<file path="src/rtl/ram_burst_writer_pkg.sv">
// rtl/ram_burst_writer_pkg.sv - shared state type and source-slice helpers for the burst writer
package ram_burst_writer_pkg;

  typedef enum logic [1:0] {
    IDLE  = 2'd0,
    ARMED = 2'd1,
    DONE  = 2'd2
  } state_t;

  // LSB of source idx inside the packed source bus
  function automatic int src_lsb(input int idx, input int width);
    return idx * width;
  endfunction

  function automatic logic sel_valid(input int sel, input int num_src);
    return sel < num_src;
  endfunction

endpackage

</file>
<file path="src/rtl/rising_edge_detect.sv">
// rtl/rising_edge_detect.sv - 1-bit rising-edge detector with async active-high reset
module rising_edge_detect (
  input  logic clk,
  input  logic rst,
  input  logic d,
  output logic rise
);

  logic q;

  always_ff @(posedge clk or posedge rst) begin
    if (rst) begin
      q <= 1'b0;
    end else begin
      q <= d;
    end
  end

  assign rise = d & ~q;

endmodule

</file>
<file path="src/rtl/ram_burst_writer.sv">
// rtl/ram_burst_writer.sv - burst-framed RAM write controller with source select and wrapping address
module ram_burst_writer
  import ram_burst_writer_pkg::*;
#(
  parameter int SIZE_DATA = 8,
  parameter int NUM_SRC   = 2,
  parameter int DEPTH     = 16,
  localparam int ADDR_W   = $clog2(DEPTH),
  localparam int SEL_W    = $clog2(NUM_SRC),
  localparam int LEN_W    = ADDR_W + 1
) (
  input  logic                         i_clk,
  input  logic                         i_rst,
  input  logic                         i_start,
  input  logic                         i_abort,
  input  logic [ADDR_W-1:0]            i_base_addr,
  input  logic [LEN_W-1:0]             i_len,
  input  logic                         i_wr_req,
  input  logic [SEL_W-1:0]             i_sel,
  input  logic [NUM_SRC*SIZE_DATA-1:0] i_data_src,
  output logic                         o_wr_en,
  output logic [ADDR_W-1:0]            o_addr,
  output logic [SIZE_DATA-1:0]         o_data_ram,
  output logic                         o_busy,
  output logic                         o_done,
  output logic                         o_err
);

  state_t            state;
  logic [ADDR_W-1:0] addr;
  logic [LEN_W-1:0]  rem;
  logic              req_edge;

  rising_edge_detect u_req_edge (
    .clk  (i_clk),
    .rst  (i_rst),
    .d    (i_wr_req),
    .rise (req_edge)
  );

  assign o_busy = (state != IDLE);

  always_ff @(posedge i_clk or posedge i_rst) begin
    if (i_rst) begin
      state      <= IDLE;
      addr       <= '0;
      rem        <= '0;
      o_wr_en    <= 1'b0;
      o_addr     <= '0;
      o_data_ram <= '0;
      o_done     <= 1'b0;
      o_err      <= 1'b0;
    end else begin
      o_wr_en    <= 1'b0;
      o_addr     <= '0;
      o_data_ram <= '0;
      o_done     <= 1'b0;
      case (state)
        IDLE: begin
          if (i_start) begin
            addr  <= i_base_addr;
            rem   <= i_len;
            o_err <= 1'b0;
            state <= (i_len != '0) ? ARMED : DONE;
          end
        end
        ARMED: begin
          // Abort takes priority over a coincident request edge.
          if (i_abort) begin
            state <= IDLE;
          end else if (req_edge) begin
            if (sel_valid(int'(i_sel), NUM_SRC)) begin
              o_wr_en    <= 1'b1;
              o_addr     <= addr;
              o_data_ram <= i_data_src[src_lsb(int'(i_sel), SIZE_DATA) +: SIZE_DATA];
              addr       <= addr + ADDR_W'(1);
              rem        <= rem - LEN_W'(1);
              if (rem == LEN_W'(1)) begin
                state <= DONE;
              end
            end else begin
              o_err <= 1'b1;
            end
          end
        end
        DONE: begin
          o_done <= 1'b1;
          state  <= IDLE;
        end
        default: state <= IDLE;
      endcase
    end
  end

endmodule

</file>
<file path="config.mk">
export PLATFORM = sky130hd
export DESIGN_NAME = ram_burst_writer
export DESIGN_NICKNAME = d
export VERILOG_FILES = /design/src/rtl/ram_burst_writer_pkg.sv /design/src/rtl/rising_edge_detect.sv /design/src/rtl/ram_burst_writer.sv
export SDC_FILE = /design/constraint.sdc
export NUM_CORES = 1
export LEC_CHECK = 0
export BUFFER_PORTS_ARGS = -buffer_cell sky130_fd_sc_hd__buf_2
export CAP_MARGIN = 0
export CORE_MARGIN = 5
export CORE_UTILIZATION = 52
export DETAILED_ROUTE_END_ITERATION = 8
export PLACE_DENSITY = 0.9
export SKIP_LAST_GASP = 1
export SYNTH_ARGS = -nofsm -noshare
export SYNTH_HDL_FRONTEND = slang
export SYNTH_HIERARCHICAL = 1
export SYNTH_SLANG_ARGS = --single-unit
</file>
<file path="constraint.sdc">
create_clock -name i_clk -period 2.9 [get_ports i_clk]
set_input_delay 0.435 -clock i_clk [delete_from_list [all_inputs] [get_ports i_clk]]
set_output_delay 0.435 -clock i_clk [all_outputs]
set_load 0.01 [all_outputs]
</file>
== Word level (Yosys, flattened, before mapping) ==
Index checks and enable logic that the tools add are counted.

* $add $sub $neg: 2
* $mul: 0
* Divide/modulo/power cells: 0
* Magnitude comparators: 0
* Equal/unequal tests: 8
* Shift-type cells: 1
* Multiplexer cells: 24
* Bitwise operators: 2
* Reductions and logical operators: 6

{| class="wikitable"
|+ Operator list
! cell !! number
|-
| 2-to-1 mux 4 bit || 6
|-
| 2-to-1 mux 8 bit || 3
|-
| indexed part select 16 x 5 -> 8 bit || 1
|-
| 2-to-1 mux 5 bit || 3
|-
| 2-to-1 mux 2 bit || 5
|-
| one-hot mux 5 bit (2 select lines) || 1
|-
| one-hot mux 4 bit (2 select lines) || 1
|-
| inequality test 2 bit (second input constant) || 3
|-
| inequality test 3 bit (second input constant) || 2
|-
| equality test 5 x 1 -> 1 bit (second input constant) || 1
|-
| nonzero test 5 bit || 1
|-
| subtractor 5 x 1 -> 5 bit (second input constant) || 1
|-
| adder 4 x 1 -> 4 bit (second input constant) || 1
|-
| 2-to-1 mux 1 bit || 4
|-
| one-hot mux 2 bit (2 select lines) || 1
|-
| AND reduction 4 bit || 1
|-
| nonzero test 2 bit || 2
|-
| AND reduction 3 bit || 1
|-
| equality test 2 x 1 -> 1 bit (second input constant) || 1
|-
| equality test 2 bit (second input constant) || 1
|-
| zero test 2 bit || 1
|-
| AND 1 bit || 1
|-
| NOT 1 bit || 1
|}

* Flip-flop bits (word level): 26
* Latch bits: 0
* RAM bits: 0
* Bits in read-only memories: 0
* Input bits: 31
* Output and inout bits: 16
* Word-level logic and storage cells: 51
* Memories: 0

== Depth between registers and ports, before layout ==
Gate-level depths: netlist (run 1).

* Word-level depth: 5
* Gate-level depth with buffers: 6
* Gate-level depth less buffers: 5

== Cells and area by module ==
Netlist (run 1), hierarchy kept.

{| class="wikitable"
|+ By module, submodules not included
! module !! times used !! cells each !! area an instance (µm²) !! seq. area each (µm²)
|-
| ram_burst_writer || 1 || 110 || 1222.4 || 625.6
|-
| rising_edge_detect || 1 || 3 || 42.5 || 25.0
|}

== Worst setup path before layout (run 1) ==
Ideal clock, no wire load.

* Path kind: in2reg
* From: input i_len[2]
* To: register state[1]
* Setup time: 78 ps
* Data arrival time: 1447 ps
* Data required time: 2822 ps
* Path slack: 1375 ps
* Stages on the path: 3
* Buffers on the path: 0
* Path through: or4_1 -> or3b_1 -> a21oi_1

* Word-level cells in the longest chain between the ends: 4

{| class="wikitable"
|+ RTL lines
! what !! RTL line !! RTL
|-
| from (decl) || ram_burst_writer.sv:17 || <nowiki>input logic [LEN_W-1:0] i_len,</nowiki>
|-
| nonzero test 5 bit || ram_burst_writer.sv:64 || <nowiki>state <= (i_len != '0) ? ARMED : DONE;</nowiki>
|-
| 2-to-1 mux 2 bit || ram_burst_writer.sv:64 ||
|-
| 2-to-1 mux 2 bit || ram_burst_writer.sv:60 || <nowiki>if (i_start) begin</nowiki>
|-
| one-hot mux 2 bit (2 select lines) || ram_burst_writer.sv:58 || <nowiki>case (state)</nowiki>
|-
| to (signal assigned) || ram_burst_writer.sv:64 ||
|-
| to (decl) || ram_burst_writer.sv:29 || <nowiki>state_t state;</nowiki>
|}

Every way passes these cells. The select of a mux whose other input is x is not followed.
A chain may end at the register's enable or synchronous reset.

== Final worst setup path (run 1) ==
* From: register state[1]
* To: register addr[1]

* Word-level cells in the longest chain between the ends: 3
* Elaborated cells between the ends (all ways): 8
* Those cells by class: eq/ne: 4; mux: 1; reduce/logical: 3

{| class="wikitable"
|+ RTL lines
! what !! RTL line !! RTL
|-
| equality test 2 x 1 -> 1 bit or zero test 2 bit (tied branches) || ram_burst_writer.sv:58 ||
|-
| inequality test 2 bit (no source line) or nonzero test 2 bit (tied branches) || -- ||
|-
| AND reduction 4 bit (no source line) || -- ||
|-
| to (signal assigned) || ram_burst_writer.sv:61 || <nowiki>addr <= i_base_addr;</nowiki>
|-
| to (signal assigned) || ram_burst_writer.sv:76 || <nowiki>addr <= addr + ADDR_W'(1);</nowiki>
|-
| to (decl) || ram_burst_writer.sv:30 || <nowiki>logic [ADDR_W-1:0] addr;</nowiki>
|}

Parallel ways exist; a longest one is shown, timed or not.

==> impl_metrics.ini, run 1 <==
[outcome]
outcome = finished, final reports clean

[place]
place.gp.congestion = 0.8807
hpwl_um = 2106
place_inst = 179
port_buffers = 45
dp_slack_ps = 657.0

[worst_setup_path]
crit_required_ps = 3120
critPathKind = register to register
crit_path_end_kind = register
cp-start-kind = register
cp_max_fo = 14
startpoint = state[1]$_DFFE_PP0P_
r2r_start = state[1]$_DFFE_PP0P_
arrival_ps = 2510

[sta]
drv_slew = 0
final_hold_viol_count = 0
slew_headroom_pct = 39.87
fin_tns_setup_ps = 0
worst_slew_pin_slew_ps = 901.0
fin_ws_ps = 610.0
fin_crit_sh_pct = 78.97
setup_violations = 0
rsz0062_at_grt = no
max_freq_mhz = 436.7
clock_skew_ps = 2.534
fin_crit_ps = 2290

[synthesis]
synthesis.nets = 147
ys_top_cells_by_count = 26 x dfrtp_1, 9 x mux2i_1, 9 x nor2_1
synth.area.top_cells = dfrtp_1 51%, mux2i_1 7.1%, o2bb2ai_1 3.5%
synth_area_mm2 = 0.001265
yosys_warnings = 6
ys_ff_latch = 26
synth_enable_flop_cells = 0
ys_seq_area_share_pct = 51.43
synth_top_area_cell = dfrtp_1
netlist.area_leader.share_pct = 51.43
netlist_instances = 113
ys_types = 34
synth_async_sr_flop_share_pct = 100.0
avgSynthCellArea_um2 = 11.19
ys.flop_type = dfrtp_1
post-synth-top-count-cell = dfrtp_1

[pwr]
irDropWorstVdd_v = 0.0004524
p_comb_share_pct = 28.6
p_leak_uw = 0.0008176
p_int_uw = 615.9
power_density_mw_per_mm2 = 597.6
p_seq_share_pct = 55.3
p_clk_share_pct = 16.1
netSwitchingPower_uw = 297.0
swShare_pct = 32.54

[final_layout]
final_nets = 191
antenna_cells = 0
final_cells = 183
fill_cells = 184
areaGrowthSynthToFinish_pct = 20.77
drive_gt1_share_pct = 35.48

[cts]
cts-root-buf = clkbuf_4
h-tree-depth = 1
clockBufferDepth = 2
cts_made_buffers = 3
path_clk_slew_ps = 130
tritoncts = done
insertion_delay_ps = 310
cts_sinks = 26

[floorplan]
die_w_um = 59.32
io_pins = 47
std_cell_rows = 17
die_h_um = 59.32
die_area_mm2 = 0.003519
fp.coreArea_mm2 = 0.002276
initial_core_util_pct = 55.58

[detailed_routing]
drc = 0
vias_per_cell = 5.634
avgRoutedWirePerCell_um = 14.83
ant_nets = 0
drt_iter0_markers = 12
via_count = 1031
drt_pass1_iterations = 4
drt_wl_total_um = 2713

[flow_run]
maxCapViolCount = 0

[hold_path]
min_path_type = primary input to register
hold_path_startpoint = i_wr_req

[grt]
grt_pass1_vias = 1006
grt_max_degree = 26
grt_remaining_overflow = 0
grt_pass1_wl_um = 4498
antenna_found_initial = 0
grt_usage_pct = 16.95
-- sequential cells by signal, indices dropped and copies added, names as in the netlist --
| name | flops |
|---|---|
| state | 2 |
| u_req_edge/q | 1 |
| addr | 4 |
| o_wr_en | 1 |
| o_data_ram | 8 |
| o_addr | 4 |
| o_done | 1 |
| rem | 5 |
-- logic make-up after synthesis --
group / after synthesis / share of synthesized area, %
mux: 11 / 8.902
flops: 26 / 51.43
other cells: 1 / 0.2965
simple gates: 38 / 20.48
buf+inv: 12 / 3.858
compound gates: 22 / 12.07
fa+ha+maj: 3 / 2.968
-- critical path, stage by stage (launching register included) --
cell,delay [ps]
dfrtp_1,630
nand4bb_1,480
inv_1,280
nor2_2,420
mux2_2,390
-- per-layer routing --
metal | share of wire (%) | GRT usage [%] | vias up | wire, um
met2 | 48 | 26.99 | 47 | 1308
li1 | - | - | 493 | -
met1 | 38 | 20.71 | 489 | 1040
met5 | 0 | 0 | - | 0
met4 | 0.88 | 5.502 | 0 | 24
met3 | 12 | 6.972 | 2 | 339
-- timing repair --
action	CTS	global route
hold endpoints to repair	1	0
gates resized for setup	0	0
buffers inserted	0	0
hold buffers	1	0
-- per-stage QoR --
step | util (%) | hold WS, ps | power, uW | cell area [um^2]
after floorplan | - | 163.7 | 689.1 | 1265
after global placement | 65.70 | 277.5 | 758.4 | 1495
after detailed placement | 65.70 | 280.4 | 770.5 | 1495
after CTS | 67.12 | 219.4 | 917.9 | 1528
after global routing | 67.12 | 210.3 | 981.9 | 1528
final | 67.12 | 232.0 | 912.9 | 1528
-- path summary, 6_finish.rpt --
path	endpoint	slack, ps	depth (start not counted)
min in group asynchronous	u_req_edge/q$_DFF_PP0_	490	3
worst min register to register	rem[4]$_DFFE_PP0P_	540	1
worst min-delay path	u_req_edge/q$_DFF_PP0_	230	1
worst max register to register	addr[1]$_DFFE_PP0P_	610	4
max in group asynchronous	rem[4]$_DFFE_PP0P_	1490	3
worst max-delay path	addr[1]$_DFFE_PP0P_	610	4
-- cells in the final DEF (no fill, tap or decap), drive strengths merged --
cell	instances
dlygate4sd3	1
dfrtp	26
clkbuf	3
nand3b	1
ha	3
buf	45
nor2b	4
or2	1
conb	1
o22ai	5
o21ai	1
nor4bb	2
mux2i	9
nor2	10
and2	4
o2bb2ai	5
nor3b	5
inv	5
nor4b	2
or4b	1
and3	3
a22oi	3
or4	1
a21oi	5
nand2b	1
nor3	1
or3b	1
mux2	2
nand4bb	1
o31ai	1
a211o	2
-- final cells by class --
cell class | count | area [um^2] | area share, %
Sequential cell | 26 | 650.6 | 42.59
Multi-Input combinational cell | 75 | 565.5 | 37.02
Timing Repair Buffer | 46 | 235.2 | 15.40
Tap cell | 28 | 35.03 | 2.293
Clock buffer | 3 | 22.52 | 1.474
Inverter | 5 | 18.77 | 1.228
-- power by group through the flow --
stage,Combinational (uW),Sequential (uW),Clock (uW)
2_1_floorplan,203,486,0
3_3_place_gp,254,504,0
3_5_place_dp,261,510,0
4_1_cts,262,502,153
5_1_grt,294,516,172
6_report,261,505,147
(Power assumes the default switching activity.)
==> run 2: changes to the inputs <==
--- a/config.mk
+++ b/config.mk
@@ -5,12 +5,13 @@
 export SDC_FILE = /design/constraint.sdc
 export NUM_CORES = 1
 export LEC_CHECK = 0
+export ABC_AREA = 1
 export BUFFER_PORTS_ARGS = -buffer_cell sky130_fd_sc_hd__buf_2
 export CAP_MARGIN = 0
 export CORE_MARGIN = 5
-export CORE_UTILIZATION = 52
+export CORE_UTILIZATION = 48
 export DETAILED_ROUTE_END_ITERATION = 8
-export PLACE_DENSITY = 0.9
+export PLACE_DENSITY = 0.84
 export SKIP_LAST_GASP = 1
 export SYNTH_ARGS = -nofsm -noshare
 export SYNTH_HDL_FRONTEND = slang
==> constraint.sdc (replaced) <==
create_clock -name i_clk -period 2.25 [get_ports i_clk]
set_input_delay 0.3375 -clock i_clk [delete_from_list [all_inputs] [get_ports i_clk]]
set_output_delay 0.3375 -clock i_clk [all_outputs]
set_load 0.01 [all_outputs]
==> run 2 against run 1 <==
Against the previous run:
- sequential power grew 32%
- first-iteration DRC count grew to 2.7 times the previous value
- combinational power grew 120%
- synthesized area grew 2.5%
- synthesized cell count grew 45%
- routed wire length shrank 0.59%
- global-route usage shrank 1.4 points
- design area grew 3.4%
- worst setup slack gained 140 ps
- non-clock buffer count grew 2
- clock skew grew 0.85 ps
- utilization shrank 4.5 points
==> impl_metrics.ini, run 2 <==
[hold_path]
min_path_type = primary input to register
holdPathStages = 1
hold_path_startpoint = i_wr_req
whs_endpoint = u_req_edge/q$_DFF_PP0_

[place]
place.gp.congestion = 0.9177
hpwl_um = 2148
port_buffers = 45

[final_layout]
largestRegisters = o_data_ram: 8 flops, rem: 5 flops
antenna_cells = 0
fill_cells = 224
finish.utilization_pct = 62.65
final_common_cell = nand2_1
final_nets = 245
largest_reg_flops = 8
areaGrowthSynthToFinish_pct = 21.91
final_cell_mix = 54 x nand2_1, 45 x buf_2, 26 x dfrtp_1
top_register = o_data_ram
drive_gt1_share_pct = 29.52

[sta]
fin_crit_ps = 1498
fin_tns_setup_ps = 0
setup_violations = 0
rsz0062_at_grt = no
final_hold_viol_count = 0
drv_slew = 0
max_freq_mhz = 667.4
clock_skew_ps = 3.385
fin_crit_sh_pct = 66.60

[floorplan]
initial_core_util_pct = 51.39
fp.coreArea_mm2 = 0.002522
io_pins = 47
std_cell_rows = 18
die_w_um = 61.97
die_area_mm2 = 0.003840
die_h_um = 61.97

[detailed_routing]
vias_per_cell = 4.725
via_count = 1134
drt_iter0_markers = 32
ant_nets = 0
avgRoutedWirePerCell_um = 11.24
drt_wl_total_um = 2697
drt_pass1_iterations = 4
drc = 0

[synthesis]
ys_types = 20
synth_top_area_cell = dfrtp_1
ys_top_cells_by_count = 54 x nand2_1, 26 x dfrtp_1, 18 x inv_1
synth_enable_flop_cells = 0
post-synth-top-count-cell = nand2_1
ys_ff_latch = 26
ys.flop_type = dfrtp_1
netlist_instances = 164
synthesis.nets = 198
netlist.area_leader.share_pct = 50.19
synth_area_mm2 = 0.001296
ys_seq_area_share_pct = 50.19
yosys_warnings = 6
synth_async_sr_flop_share_pct = 100.0
avgSynthCellArea_um2 = 7.904
synth.area.top_cells = dfrtp_1 50%, nand2_1 16%, inv_1 5.2%

[worst_setup_path]
r2r_start = state[0]$_DFFE_PP0P_
crit_required_ps = 1910
reg2reg_to = rem[4]$_DFFE_PP0P_
crit_path_end_kind = output port
rr_worst_depth = 7
cp-start-kind = register
cp_max_fo = 4
arrival_ps = 1160
reg2reg_setup_slack_ps = 790
critPathKind = register to output port

[cts]
cts-resized-gates = 0
insertion_delay_ps = 320
cts_sinks = 26
h-tree-depth = 1
path_clk_slew_ps = 140
hold_buffers = 1
tritoncts = done
cts-root-buf = clkbuf_4
clockBufferDepth = 2
post_cts_buffers = 0
cts_made_buffers = 3

[grt]
grt_usage_pct = 15.56
grt_pass1_wl_um = 4360
antenna_found_initial = 0
grt_remaining_overflow = 0
grt_pass1_vias = 1083
grt_max_degree = 26

[pwr]
power_density_mw_per_mm2 = 933.5
p_leak_uw = 0.0009243
irDropWorstVdd_v = 0.0006334

[flow_run]
maxCapViolCount = 0

[outcome]
outcome = finished, final reports clean
-- run 2: changes by cell type after synthesis, moves of 6 or more --
| cell | before | now |
|---|---|---|
| inv_1 | 5 | 18 |
| mux2i_1 | 9 | 0 |
| nand2_1 | 0 | 54 |
| nand3_1 | 0 | 13 |
| nor2_1 | 9 | 17 |
| o21ai_0 | 1 | 7 |
-- run 2: per-stage QoR --
stage                     instances  hold WS (ps)  power, uW  setup WS [ps]  instance area [um^2]
final                           240         126.4       1475          751.6                  1580
after global routing            240         107.8       1605          629.7                  1580
after CTS                       240         125.0       1481          743.1                  1580
after detailed placement        235         183.1       1242          814.0                  1534
after global placement          235         181.1       1219          867.3                  1534
after floorplan                 164         66.21       1097           1106                  1296
-- run 2: worst max path at each step --
stage | startpoint | end | slack [ps] | cells past startpoint
2_1_floorplan | state[0]$_DFFE_PP0P_ | rem[2]$_DFFE_PP0P_ | 1110 | 6
3_3_place_gp | state[0]$_DFFE_PP0P_ | rem[4]$_DFFE_PP0P_ | 870 | 7
3_5_place_dp | state[0]$_DFFE_PP0P_ | rem[4]$_DFFE_PP0P_ | 810 | 7
4_1_cts | state[0]$_DFFE_PP0P_ | o_busy | 740 | 3
5_1_grt | state[0]$_DFFE_PP0P_ | rem[4]$_DFFE_PP0P_ | 630 | 7
6_report | state[0]$_DFFE_PP0P_ | o_busy | 750 | 3
-- run 2: metal layers --
metal  wire length, um  track usage (%)  up-vias
li1                  -                -      593
met1              1094            18.16      498
met2              1356            27.51       39
met3               214            3.926        4
met4                31            5.455        0
met5                 0                0        -
-- run 2: report_power, final --
part | internal [uW] | leakage [uW] | switching [uW] | total [uW]
combinational | 218 | 0.000561 | 352 | 570
sequential | 570 | 0.000343 | 97.9 | 668
clock | 99.0 | 0.0000210 | 138 | 237
total | 887 | 0.000924 | 588 | 1480
-- run 2: cells by family (layout without fill, tap and decap cells) --
logic type | after synthesis | count (layout) | synth area share, %
compound gates | 17 | 17 | 8.011
xor+xnor | 2 | 2 | 1.352
fa+ha+maj | 3 | 3 | 2.896
buf+inv | 24 | 70 | 8.300
flops | 26 | 26 | 50.19
other cells | 1 | 1 | 0.2893
simple gates | 91 | 91 | 28.96
-- run 2: worst max-delay path, cell delays in order, from the launching register on --
cell     delay (ps)
dfrtp_1         440
nor2_2          180
inv_1            80
buf_2           140
-- run 2: layout make-up --
type                    instances  area, um^2  area share (%)
flip-flops and latches         26       650.6           41.17
multi-input cells             114       538.0           34.05
repair buffers                 48       250.2           15.84
inverters                      18       67.56           4.276
well taps                      30       37.54           2.375
clock buffers                   4       36.28           2.296
